==> config.mk <==
export PLATFORM = sky130hd
export DESIGN_NAME = sqrt_controller
export DESIGN_NICKNAME = d
export VERILOG_FILES = /design/src/rtl/sqrt_controller.sv
export SDC_FILE = /design/constraint.sdc
export NUM_CORES = 1
export LEC_CHECK = 0
export ABC_AREA = 1
export CAP_MARGIN = 30
export CORE_UTILIZATION = 45
export DETAILED_ROUTE_END_ITERATION = 12
export PLACE_DENSITY_LB_ADDON = 0.2
export SYNTH_ARGS = -nofsm -noshare
export SYNTH_HDL_FRONTEND = slang
export SYNTH_SLANG_ARGS = --single-unit
==> constraint.sdc <==
create_clock -name clk_i -period 4.1 [get_ports clk_i]
set_clock_uncertainty 0.2 [all_clocks]
set_input_delay 0.615 -clock clk_i [delete_from_list [all_inputs] [get_ports clk_i]]
set_output_delay 0.615 -clock clk_i [all_outputs]
set_load 0.05 [all_outputs]
==> src/rtl/sqrt_controller.sv <==
// Sequential integer square root: two radicand bits per cycle,
// restoring digit recurrence, N/2 iterations per operation.
module sqrt_controller #(
  parameter int N = 16
) (
  input  logic             clk_i,
  input  logic             rst_ni,
  input  logic             start_i,
  input  logic [N-1:0]     radicand_i,
  output logic             busy_o,
  output logic             done_o,
  output logic [N/2-1:0]   root_o,
  output logic [N/2:0]     rem_o
);

  localparam int H  = N / 2;
  localparam int CW = (H > 1) ? $clog2(H) : 1;

  typedef enum logic [1:0] {
    IDLE,
    ITER,
    DONE
  } state_t;

  state_t          state_q, state_d;
  logic [N-1:0]    rad_q, rad_d;
  logic [H+1:0]    rem_q, rem_d;
  logic [H-1:0]    root_q, root_d;
  logic [CW-1:0]   cnt_q, cnt_d;
  logic [H+1:0]    shifted;
  logic [H+1:0]    trial;

  // rem <= 2*root bounds shifted below 2^(H+2), so dropping
  // the top two bits of rem here never loses information.
  assign shifted = {rem_q[H-1:0], rad_q[N-1:N-2]};
  assign trial   = {root_q, 2'b01};

  always_comb begin
    state_d = state_q;
    rad_d   = rad_q;
    rem_d   = rem_q;
    root_d  = root_q;
    cnt_d   = cnt_q;
    unique case (state_q)
      IDLE: begin
        if (start_i) begin
          rad_d   = radicand_i;
          rem_d   = '0;
          root_d  = '0;
          cnt_d   = CW'(H - 1);
          state_d = ITER;
        end
      end
      ITER: begin
        rad_d = {rad_q[N-3:0], 2'b00};
        if (shifted >= trial) begin
          rem_d  = shifted - trial;
          root_d = {root_q[H-2:0], 1'b1};
        end else begin
          rem_d  = shifted;
          root_d = {root_q[H-2:0], 1'b0};
        end
        cnt_d = cnt_q - 1'b1;
        if (cnt_q == '0) begin
          state_d = DONE;
        end
      end
      DONE: begin
        state_d = IDLE;
      end
      default: begin
        state_d = IDLE;
      end
    endcase
  end

  always_ff @(posedge clk_i or negedge rst_ni) begin
    if (!rst_ni) begin
      state_q <= IDLE;
      rad_q   <= '0;
      rem_q   <= '0;
      root_q  <= '0;
      cnt_q   <= '0;
    end else begin
      state_q <= state_d;
      rad_q   <= rad_d;
      rem_q   <= rem_d;
      root_q  <= root_d;
      cnt_q   <= cnt_d;
    end
  end

  assign busy_o = (state_q == ITER);
  assign done_o = (state_q == DONE);
  assign root_o = root_q;
  assign rem_o  = rem_q[H:0];

endmodule

* Yosys cells after proc, flatten, opt, wreduce, memory -nomap -nowiden
Cells that the tools add are included.
** Word-level totals
- Register bits :: 38
- Input bits :: 19
- Output and inout port bits :: 19
- Word-level logic and storage cells :: 30
** Operators by class
- Add/sub/neg operators :: 2
- Magnitude comparators :: 1
- Equality and inequality tests :: 4
- Muxes and demuxes :: 13
- Reductions and logical operators :: 5
** Operators by type and width (number)
- 16-bit one-hot mux with 2 select lines :: 1
- 9-bit 2-to-1 mux :: 2
- 9-bit one-hot mux with 2 select lines :: 1
- 16-bit 2-to-1 mux :: 1
- 8-bit one-hot mux with 2 select lines :: 1
- 10-bit greater-or-equal comparator :: 1
- 9-bit subtractor :: 1
- 8-bit 2-to-1 mux :: 1
- 3-bit one-hot mux with 2 select lines :: 1
- 2-bit 2-to-1 mux :: 2
- 2-bit one-hot mux with 2 select lines :: 1
- 2-bit AND reduction :: 2
- 3-bit zero test :: 1
- 3-bit 2-to-1 mux :: 1
- 3-bit by 1-bit subtractor with 3-bit output (second input constant) :: 1
- 2-bit by 1-bit == test with 1-bit output (second input constant) :: 1
- 2-bit == test (second input constant) :: 1
- 2-bit zero test :: 1
- 2-bit by 1-bit inequality test with 1-bit output (second input constant) :: 1
- 2-bit inequality test (second input constant) :: 1
- 2-bit nonzero test :: 1
- 1-bit 2-to-1 mux :: 1

* Depth between registers and ports, before layout
Gate-level depths: netlist of run 1.
- Word-level depth :: 3
- Mapped depth :: 12
- Gate-level depth less buffers :: 12

* Worst setup path before layout of run 1
No wires, ideal clock.
- Path kind :: register -> register
- From :: reg root_q[3], in the netlist root_o[3]
- To :: reg rem_q[7]
- Setup time :: 65 ps
- Arrival :: 1881 ps
- Data required time :: 3835 ps
- Slack :: 1954 ps
- Stages on the path, launching flop included :: 12
- Path buffers :: 0
- Period minus slack after synthesis :: 2146 ps
- Path through :: dfrtp_1 inv_1 ha_1 nand2_2 inv_2 a21oi_2 nand2_2 nand2_4 nand2_8 nand2_2 nand3_2 nand2_2
** Between the ends
- Cells in the longest elaborated chain, start to end :: 3
- Elaborated cells on any way between the ends :: 4
** Ends and longest elaborated chain
- start: declaration :: RTL line 28 : logic [H-1:0] root_q, root_d;
- start signal: assignment :: RTL line 88 : root_q <= root_d;
- 9-bit subtractor or 10-bit greater-or-equal comparator (tied branches) :: RTL line 57, 56
- 9-bit 2-to-1 mux * :: RTL line 56 : if (shifted >= trial) begin
- 9-bit one-hot mux with 2 select lines * :: RTL line 44 : unique case (state_q)
- end signal: assignment :: RTL line 87 : rem_q <= rem_d;
- end: declaration :: RTL line 27 : logic [H+1:0] rem_q, rem_d;
Mark *: on every way between the ends. The rest lies on a longest branch, timed or not.
A chain may end at the register's enable or synchronous reset.

* Worst setup path after layout of run 1
- From :: reg state_q[1]
- To :: out busy_o
** Between the ends
- Cells in the longest elaborated chain, start to end :: 1
** Ends and longest elaborated chain
- start: declaration :: RTL line 25 : state_t state_q, state_d;
- start signal: assignment :: RTL line 85 : state_q <= state_d;
- 2-bit by 1-bit == test with 1-bit output :: RTL line 93 : assign busy_o = (state_q == ITER);
- end: declaration :: RTL line 10 : output logic busy_o,
Every way passes these cells.

==> impl_metrics.json, run 1 <==
{
  "status": "finished, final reports clean",
  "finalHoldViolCount": 0,
  "end_kind": "output port",
  "worstReg2RegStart": "state_q[0]",
  "crit_chain": "inv_1 > nand2_2 > inv_2 > clkdlybuf4s50_1",
  "grt-ovfl-total": 0,
  "syn_inst": 289,
  "drc": 0,
  "dieWidth_microns": 72.6,
  "rows": 25,
  "num_vias": 1965,
  "dieArea_sq_um": 5270,
  "synth.ff_latch_count": 38,
  "ys_types": 26,
  "worst_setup_path_start_kind": "flip-flop",
  "reg2reg_depth": 5,
  "hold_buffers": 0,
  "slowest_stage": "clkdlybuf4s50_1",
  "slew_violations": 0,
  "max_slew.worst_pin.slew_ns": 0.845,
  "hpwl_microns": 3390,
  "dr.pass1.iters": 4,
  "cts_sinks": 38,
  "syn_nets": 320,
  "hp-class": "primary input to asynchronous set/reset pin",
  "setup_ws_ns": 0.792,
  "synth_edf_count": 0,
  "r2r_slack_ns": 1.88,
  "maxCapViolations": 0,
  "ant_nets": 0,
  "finalSetupViolations": 0,
  "ctsResizeCount": 0,
  "arrival_ns": 2.49,
  "grt_first_pass_wirelength_microns": 8520,
  "port_buffers": 37,
  "diodes": 0,
  "clkSlewWorstSetupHoldPaths_ns": 0.08,
  "required_ns": 3.28,
  "cpPeakStageDelay_ns": 0.89,
  "min_period_over_period_pct": 80.7,
  "core_area_sq_um": 4750,
  "start_util_pct": 47.2,
  "netlist_top_cells_count": "nand2_1 (69), inv_1 (40), dfrtp_1 (38)",
  "timing_worst_setup_path_type": "flip-flop to output port",
  "grt_setup_unrepaired": "false",
  "synthArstFlopShare_pct": 100,
  "drive_gt1_share_pct": 11.3,
  "syn_to_final_growth_pct": 24.2,
  "via_per_inst": 5.00,
  "fmax_mhz": 302,
  "gp_congestion": 0.841,
  "grt_max_degree": 39,
  "fp.dieH_microns": 72.6,
  "yosysMostFrequentCell": "nand2_1",
  "root_buffer": "clkbuf_8",
  "antenna_found_initial": 0,
  "drtIter0Drc": 130,
  "clock_path_buffers": 2,
  "cts_buffers": 5,
  "fin_nets": 356,
  "ios": 38,
  "postSynthAreaPerCell_sq_um": 7.76,
  "yosys_warnings": 0,
  "tritoncts": "done",
  "grt_pass1_vias": 1816,
  "path_max_fanout": 28,
  "synth_area_leaders": "dfrtp_1 (42%), nand2_1 (12%), ha_1 (6.7%)",
  "synth_seq_area_share_pct": 42.4,
  "finalCriticalPeriod_ns": 3.31,
  "wl_per_cell_microns": 12.6,
  "cts_htree_levels": 2,
  "place_ws_ns": 1.13,
  "yosysTopAreaCell": "dfrtp_1",
  "grtUsageTotal_pct": 21.4,
  "synth_area_sq_um": 2240,
  "synthFlopType": "dfrtp_1",
  "relSlewSlack_pct": 43.7,
  "reg2reg_to": "rem_q[8]",
  "totalWireLength_microns": 4970,
  "cts_setup_buffers": 0,
  "clkLatencyLatePin_ns": 0.30,
  "synth_top_area_share_pct": 42.4,
  "setup_tns_ns": 0
}
-- sequential cells by signal, summed over array words and instances, names as in the netlist --
register	cells
cnt_q	3
state_q	2
rem_q	9
rad_q	16
root_o	8
-- cells in the final DEF (no fill, tap or decap) --
cell,Yosys,layout
nand2_4,1,1
clkdlybuf4s50_1,0,36
nand2_8,1,1
o21ai_0,28,28
xor2_1,2,2
nand3_2,3,3
dfrtp_1,38,38
buf_2,5,1
clkinv_4,0,1
nand3_1,22,22
nand2_1,69,69
o22ai_1,10,10
nand3b_1,1,1
a32o_1,2,2
ha_1,12,12
nor2_1,22,22
a22oi_1,2,2
nand4_2,1,1
nor2_2,1,1
inv_4,1,1
nand4_1,1,1
inv_2,3,3
inv_1,40,40
bufinv_16,0,2
a21oi_1,4,4
clkbuf_8,0,5
a21oi_2,1,1
nand2_2,16,16
-- critical path, delay by kind of cell (launching register included) --
kind                   cells  cell delay, ns
DFF                        1            0.39
and+or+nand+nor            1            0.30
buffers and inverters      3            1.49
-- cell families (layout without fill, tap and decap cells) --
| kind of cell | Yosys count | count (layout) | share of synthesized area [%] |
|---|---|---|---|
| and+or+nand+nor | 138 | 138 | 28.8 |
| buffers and inverters | 52 | 89 | 9.43 |
| AOI/OAI and AO/OA | 47 | 47 | 11.9 |
| DFF | 38 | 38 | 42.4 |
| adders and majority gates | 12 | 12 | 6.70 |
| xor gates and xnor gates | 2 | 2 | 0.781 |
-- worst max path at each step --
stage,startpoint,end,cells past startpoint
finish,state_q[1],busy_o,4
global route,state_q[1],busy_o,4
CTS,state_q[1],busy_o,4
detailed placement,state_q[1],busy_o,4
global placement,state_q[1],busy_o,4
floorplan,root_o[3],rem_q[7],11
-- metrics by stage --
stage	util, %	hold slack, ns	cells	area, sq um
6_report	58.6	0.219	393	2790
5_1_grt	58.6	0.291	393	2790
4_1_cts	58.6	0.258	393	2790
3_5_place_dp	55.7	0.277	385	2650
3_3_place_gp	55.7	0.271	385	2650
2_1_floorplan	-	0.119	289	2240
-- layout make-up --
class                      count  area (sq um)
multi-input combinational    199          1080
clock inverter                 3          68.8
inverter                      44           168
fill                         468          1970
timing repair buffer          37           365
sequential                    38           951
tap                           67          83.8
clock buffer                   5          68.8
-- layer usage --
layer	share of wire [%]	track usage [%]	vias up
met3	3.4	4.14	4
met4	0.76	6.75	0
met5	0	0	-
met1	49	28.9	909
li1	-	-	1005
met2	47	34.6	47
Power of run 1 is not shown: default switching activity piles up to over one toggle a cycle in this logic, so the estimate is an artifact.
==> run 2, diff against run 1 <==
==> constraint.sdc (replaced) <==
create_clock -name clk_i -period 3.4 [get_ports clk_i]
set_clock_uncertainty 0.2 [all_clocks]
set_input_delay 0.51 -clock clk_i [delete_from_list [all_inputs] [get_ports clk_i]]
set_output_delay 0.51 -clock clk_i [all_outputs]
set_load 0.05 [all_outputs]
==> run 2 against run 1 <==
Cell area is 0.27% higher. Non-clock buffer count is 1 higher. Setup slack worse by 0.16 ns. Sequential cell count stayed put. Wire length is 1.1% lower. Register-to-register slack worse by 0.72 ns. Worst hold slack worse by 0.11 ns. First-iteration DRC count is 6.2% lower. Via count is 0.81% higher. Critical path depth stayed put. Global-route usage is 0.45 points lower. Cell count is 0.25% higher. Largest cell class unchanged.
==> impl_metrics.json, run 2 (same netlist as run 1, synthesis figures left out) <==
{
  "status": "finished, final reports clean",
  "place_ws_ns": 0.962,
  "drtIter0Drc": 122,
  "wl_per_cell_microns": 12.5,
  "min_period_over_period_pct": 81.4,
  "finalHoldViolCount": 0,
  "arrival_ns": 2.06,
  "root_buffer": "clkbuf_8",
  "hpwl_microns": 3440,
  "fmax_mhz": 361,
  "path_max_fanout": 25,
  "dieWidth_microns": 72.6,
  "crit_chain": "inv_1 > nand2_2 > inv_2 > clkdlybuf4s50_1",
  "ctsResizeCount": 0,
  "cts_sinks": 38,
  "worst_setup_path_start_kind": "flip-flop",
  "ant_nets": 0,
  "drive_gt1_share_pct": 11.6,
  "slowest_stage": "clkdlybuf4s50_1",
  "dr.pass1.iters": 4,
  "finalSetupViolations": 0,
  "hp-class": "primary input to asynchronous set/reset pin",
  "clkLatencyLatePin_ns": 0.29,
  "timing_worst_setup_path_type": "flip-flop to output port",
  "final_cell_mix": "nand2_1 (69), inv_1 (40), dfrtp_1 (38), clkdlybuf4s50_1 (36), o21ai_0 (28)",
  "finalCriticalPeriod_ns": 2.77,
  "multi_input_area_sq_um": 1080,
  "crit_family": "buffers and inverters",
  "largest_reg_flops": 16,
  "grt_first_pass_wirelength_microns": 8400,
  "clkSlewWorstSetupHoldPaths_ns": 0.08,
  "cts_setup_buffers": 0,
  "diodes": 0,
  "via_per_inst": 5.03,
  "start_util_pct": 47.2,
  "final_common_cell": "nand2_1",
  "regMostFlops": "rad_q",
  "grtUsageTotal_pct": 20.9,
  "fin_nets": 357,
  "rows": 25,
  "grt_pass1_vias": 1837,
  "dieArea_sq_um": 5270,
  "cpPeakStageDelay_ns": 0.80,
  "seqCellArea_sq_um": 951,
  "fp.dieH_microns": 72.6,
  "clock_path_buffers": 2,
  "required_ns": 2.69,
  "cts_buffers": 5,
  "tritoncts": "done",
  "critPathBufInv": 3,
  "num_vias": 1981,
  "maxCapViolations": 0,
  "setup_ws_ns": 0.631,
  "max_slew.worst_pin.slew_ns": 0.844,
  "relSlewSlack_pct": 43.7,
  "grt-ovfl-total": 0,
  "antenna_found_initial": 0,
  "grt_setup_unrepaired": "false",
  "drc": 0,
  "setup_tns_ns": 0,
  "syn_to_final_growth_pct": 24.6,
  "port_buffers": 37,
  "slew_violations": 0,
  "gp_congestion": 0.835,
  "ios": 38,
  "totalWireLength_microns": 4920,
  "nFillCells": 474,
  "grt_max_degree": 39,
  "end_kind": "output port",
  "hold_buffers": 0,
  "core_area_sq_um": 4750,
  "cts_htree_levels": 2
}
==> run 2: cell types whose count changed in the layout (fill, tap and decap cells not counted) <==
cell,previous run,this run
buf_4,0,1
==> run 2: worst paths after layout <==
| path | startpoint | end | slack, ns | cells past startpoint |
|---|---|---|---|---|
| max reg2reg | state_q[1] | rad_q[1] | 1.16 | 5 |
| max | state_q[1] | busy_o | 0.63 | 4 |
| min reg2reg | rad_q[11] | rad_q[11] | 0.29 | 2 |
| max in group asynchronous | rst_ni | rad_q[11] | 2.35 | 1 |
| min | rst_ni | rad_q[0] | 0.11 | 1 |
| min in group clk_i | rad_q[11] | rad_q[11] | 0.29 | 2 |
==> run 2: metal layers <==
layer	global-route usage, %	vias to the layer above	wire, microns
met2	34.3	58	2350
met3	4.14	8	246
met5	0	-	0
li1	-	1002	-
met1	27.5	913	2240
met4	7.84	0	73
==> run 2: through the flow <==
step,utilization [%],hold WS (ns),std cells,cell area [sq um]
after detailed placement,55.8,0.276,386,2660
final,58.7,0.113,394,2790
after CTS,58.7,0.146,394,2790
after global routing,58.7,0.187,394,2790
after global placement,55.8,0.271,386,2660
after floorplan,-,0.0144,289,2240
==> run 2: layout make-up <==
cell class | count | area share, %
clock buffers | 5 | 2.46
well taps | 67 | 3.00
repair buffers | 38 | 13.4
inverters | 44 | 6.00
flip-flops and latches | 38 | 34.1
multi-input cells | 199 | 38.7
clock inverters | 3 | 2.46
Power of run 2 is left out for the same reason.
==> run 3, diff against run 2 <==
==> constraint.sdc (replaced) <==
create_clock -name clk_i -period 2.2 [get_ports clk_i]
set_clock_uncertainty 0.2 [all_clocks]
set_input_delay 0.33 -clock clk_i [delete_from_list [all_inputs] [get_ports clk_i]]
set_output_delay 0.33 -clock clk_i [all_outputs]
set_load 0.05 [all_outputs]
==> run 3 against run 2 <==
Non-clock buffer count rose by 5. Register-to-register slack got worse by 0.95 ns. Global-route usage rose by 0.68 points. Via count fell by 0.20%. First-iteration DRC count fell by 13%. Largest cell class unchanged.
==> impl_metrics.json, run 3 (same netlist as run 1, synthesis figures left out) <==
{
  "max_slew.worst_pin.slew_ns": 0.530,
  "port_buffers": 37,
  "drtIter0Drc": 106,
  "cts_buffers": 5,
  "diodes": 0,
  "dr.pass1.iters": 4,
  "end_kind": "output port",
  "antenna_found_initial": 0,
  "worst_setup_path_start_kind": "flip-flop",
  "slowest_stage": "clkdlybuf4s50_1",
  "reg2reg_depth": 10,
  "wl_per_cell_microns": 12.6,
  "regMostFlops": "rad_q",
  "clkLatencyLatePin_ns": 0.30,
  "min_period_over_period_pct": 95.6,
  "required_ns": 1.67,
  "via_per_inst": 4.95,
  "final_common_cell": "nand2_1",
  "grt-ovfl-total": 0,
  "status": "finished, final reports clean",
  "hpwl_microns": 3600,
  "cts_htree_levels": 2,
  "arrival_ns": 1.57,
  "core_area_sq_um": 4750,
  "root_buffer": "clkbuf_8",
  "reg2reg_to": "root_o[0]",
  "clock_path_buffers": 2,
  "finalSetupViolations": 0,
  "slew_violations": 0,
  "start_util_pct": 47.2,
  "timing_worst_setup_path_type": "flip-flop to output port",
  "nFillCells": 443,
  "gp_congestion": 0.907,
  "fin_nets": 362,
  "hold-worst-slack_ns": 0.292,
  "hp-class": "flip-flop to flip-flop",
  "num_vias": 1977,
  "grt_setup_unrepaired": "false",
  "largest_reg_flops": 16,
  "cpPeakStageDelay_ns": 0.79,
  "drive_gt1_share_pct": 13.0,
  "dieArea_sq_um": 5270,
  "drc": 0,
  "syn_to_final_growth_pct": 26.9,
  "grt_pass1_vias": 1869,
  "crit_chain": "buf_4 > clkdlybuf4s50_1",
  "grtUsageTotal_pct": 21.6,
  "setup_ws_ns": 0.0976,
  "crit_start": "rem_q[4]",
  "tritoncts": "done",
  "final_cell_mix": "nand2_1 (69), inv_1 (40), dfrtp_1 (38), clkdlybuf4s50_1 (34), o21ai_0 (28)",
  "relSlewSlack_pct": 64.5,
  "maxCapViolations": 0,
  "dieWidth_microns": 72.6,
  "cts_sinks": 38,
  "worstReg2RegStart": "root_o[1]",
  "ant_nets": 0,
  "grt_first_pass_wirelength_microns": 8690,
  "totalWireLength_microns": 5010,
  "clkSlewWorstSetupHoldPaths_ns": 0.08,
  "fp.dieH_microns": 72.6,
  "ios": 38,
  "r2r_slack_ns": 0.21,
  "finalCriticalPeriod_ns": 2.10,
  "fmax_mhz": 476,
  "finalHoldViolCount": 0,
  "path_max_fanout": 3,
  "grt_max_degree": 39,
  "crit_end": "rem_o[4]",
  "place_ws_ns": 0.241,
  "rows": 25,
  "setup_tns_ns": 0,
  "cts_setup_buffers": 0
}
run 3: critical path: cells and delay by family, from the launching register on:
family / cells / cell delay [ns]
flops: 1 / 0.36
buf+inv: 2 / 0.92
run 3: worst min path at each step:
stage	cells past startpoint	start	slack (ns)	to
finish	2	rad_q[5]	0.29	rad_q[5]
global route	2	rad_q[9]	0.31	rad_q[9]
CTS	2	rad_q[9]	0.29	rad_q[9]
detailed placement	2	rst_ni	0.21	rad_q[1]
global placement	2	rst_ni	0.21	rad_q[1]
floorplan	0	rst_ni	-0.17	cnt_q[0]
run 3: through the flow:
stage / instances / instance area [sq um] / util, %
final: 399 / 2850 / 59.8
after global routing: 399 / 2850 / 59.8
after CTS: 399 / 2840 / 59.8
after detailed placement: 390 / 2700 / 56.7
after global placement: 390 / 2700 / 56.7
after floorplan: 289 / 2240 / -
run 3: area by class of cell:
cell class / count / area (sq um) / area share (%)
Clock buffer: 5 / 68.8 / 2.42
Clock inverter: 3 / 68.8 / 2.42
Tap cell: 67 / 83.8 / 2.95
Sequential cell: 38 / 951 / 33.4
Timing Repair Buffer: 43 / 425 / 15.0
Multi-Input combinational cell: 199 / 1080 / 38.0
Inverter: 44 / 168 / 5.89
run 3: what timing repair did:
item                                    CTS  global route
gates resized for setup                   0             1
endpoints found under the setup margin    0             1
endpoints found under the hold margin    38             0
hold buffers                              1             0
run 3: routing by layer:
metal | GRT usage, % | vias to the layer above | wire length [microns]
met5 | 0 | - | 0
met4 | 8.93 | 0 | 125
met3 | 4.14 | 12 | 166
met2 | 35.1 | 49 | 2340
met1 | 28.3 | 906 | 2380
li1 | - | 1010 | -
Power of run 3 is left out for the same reason.
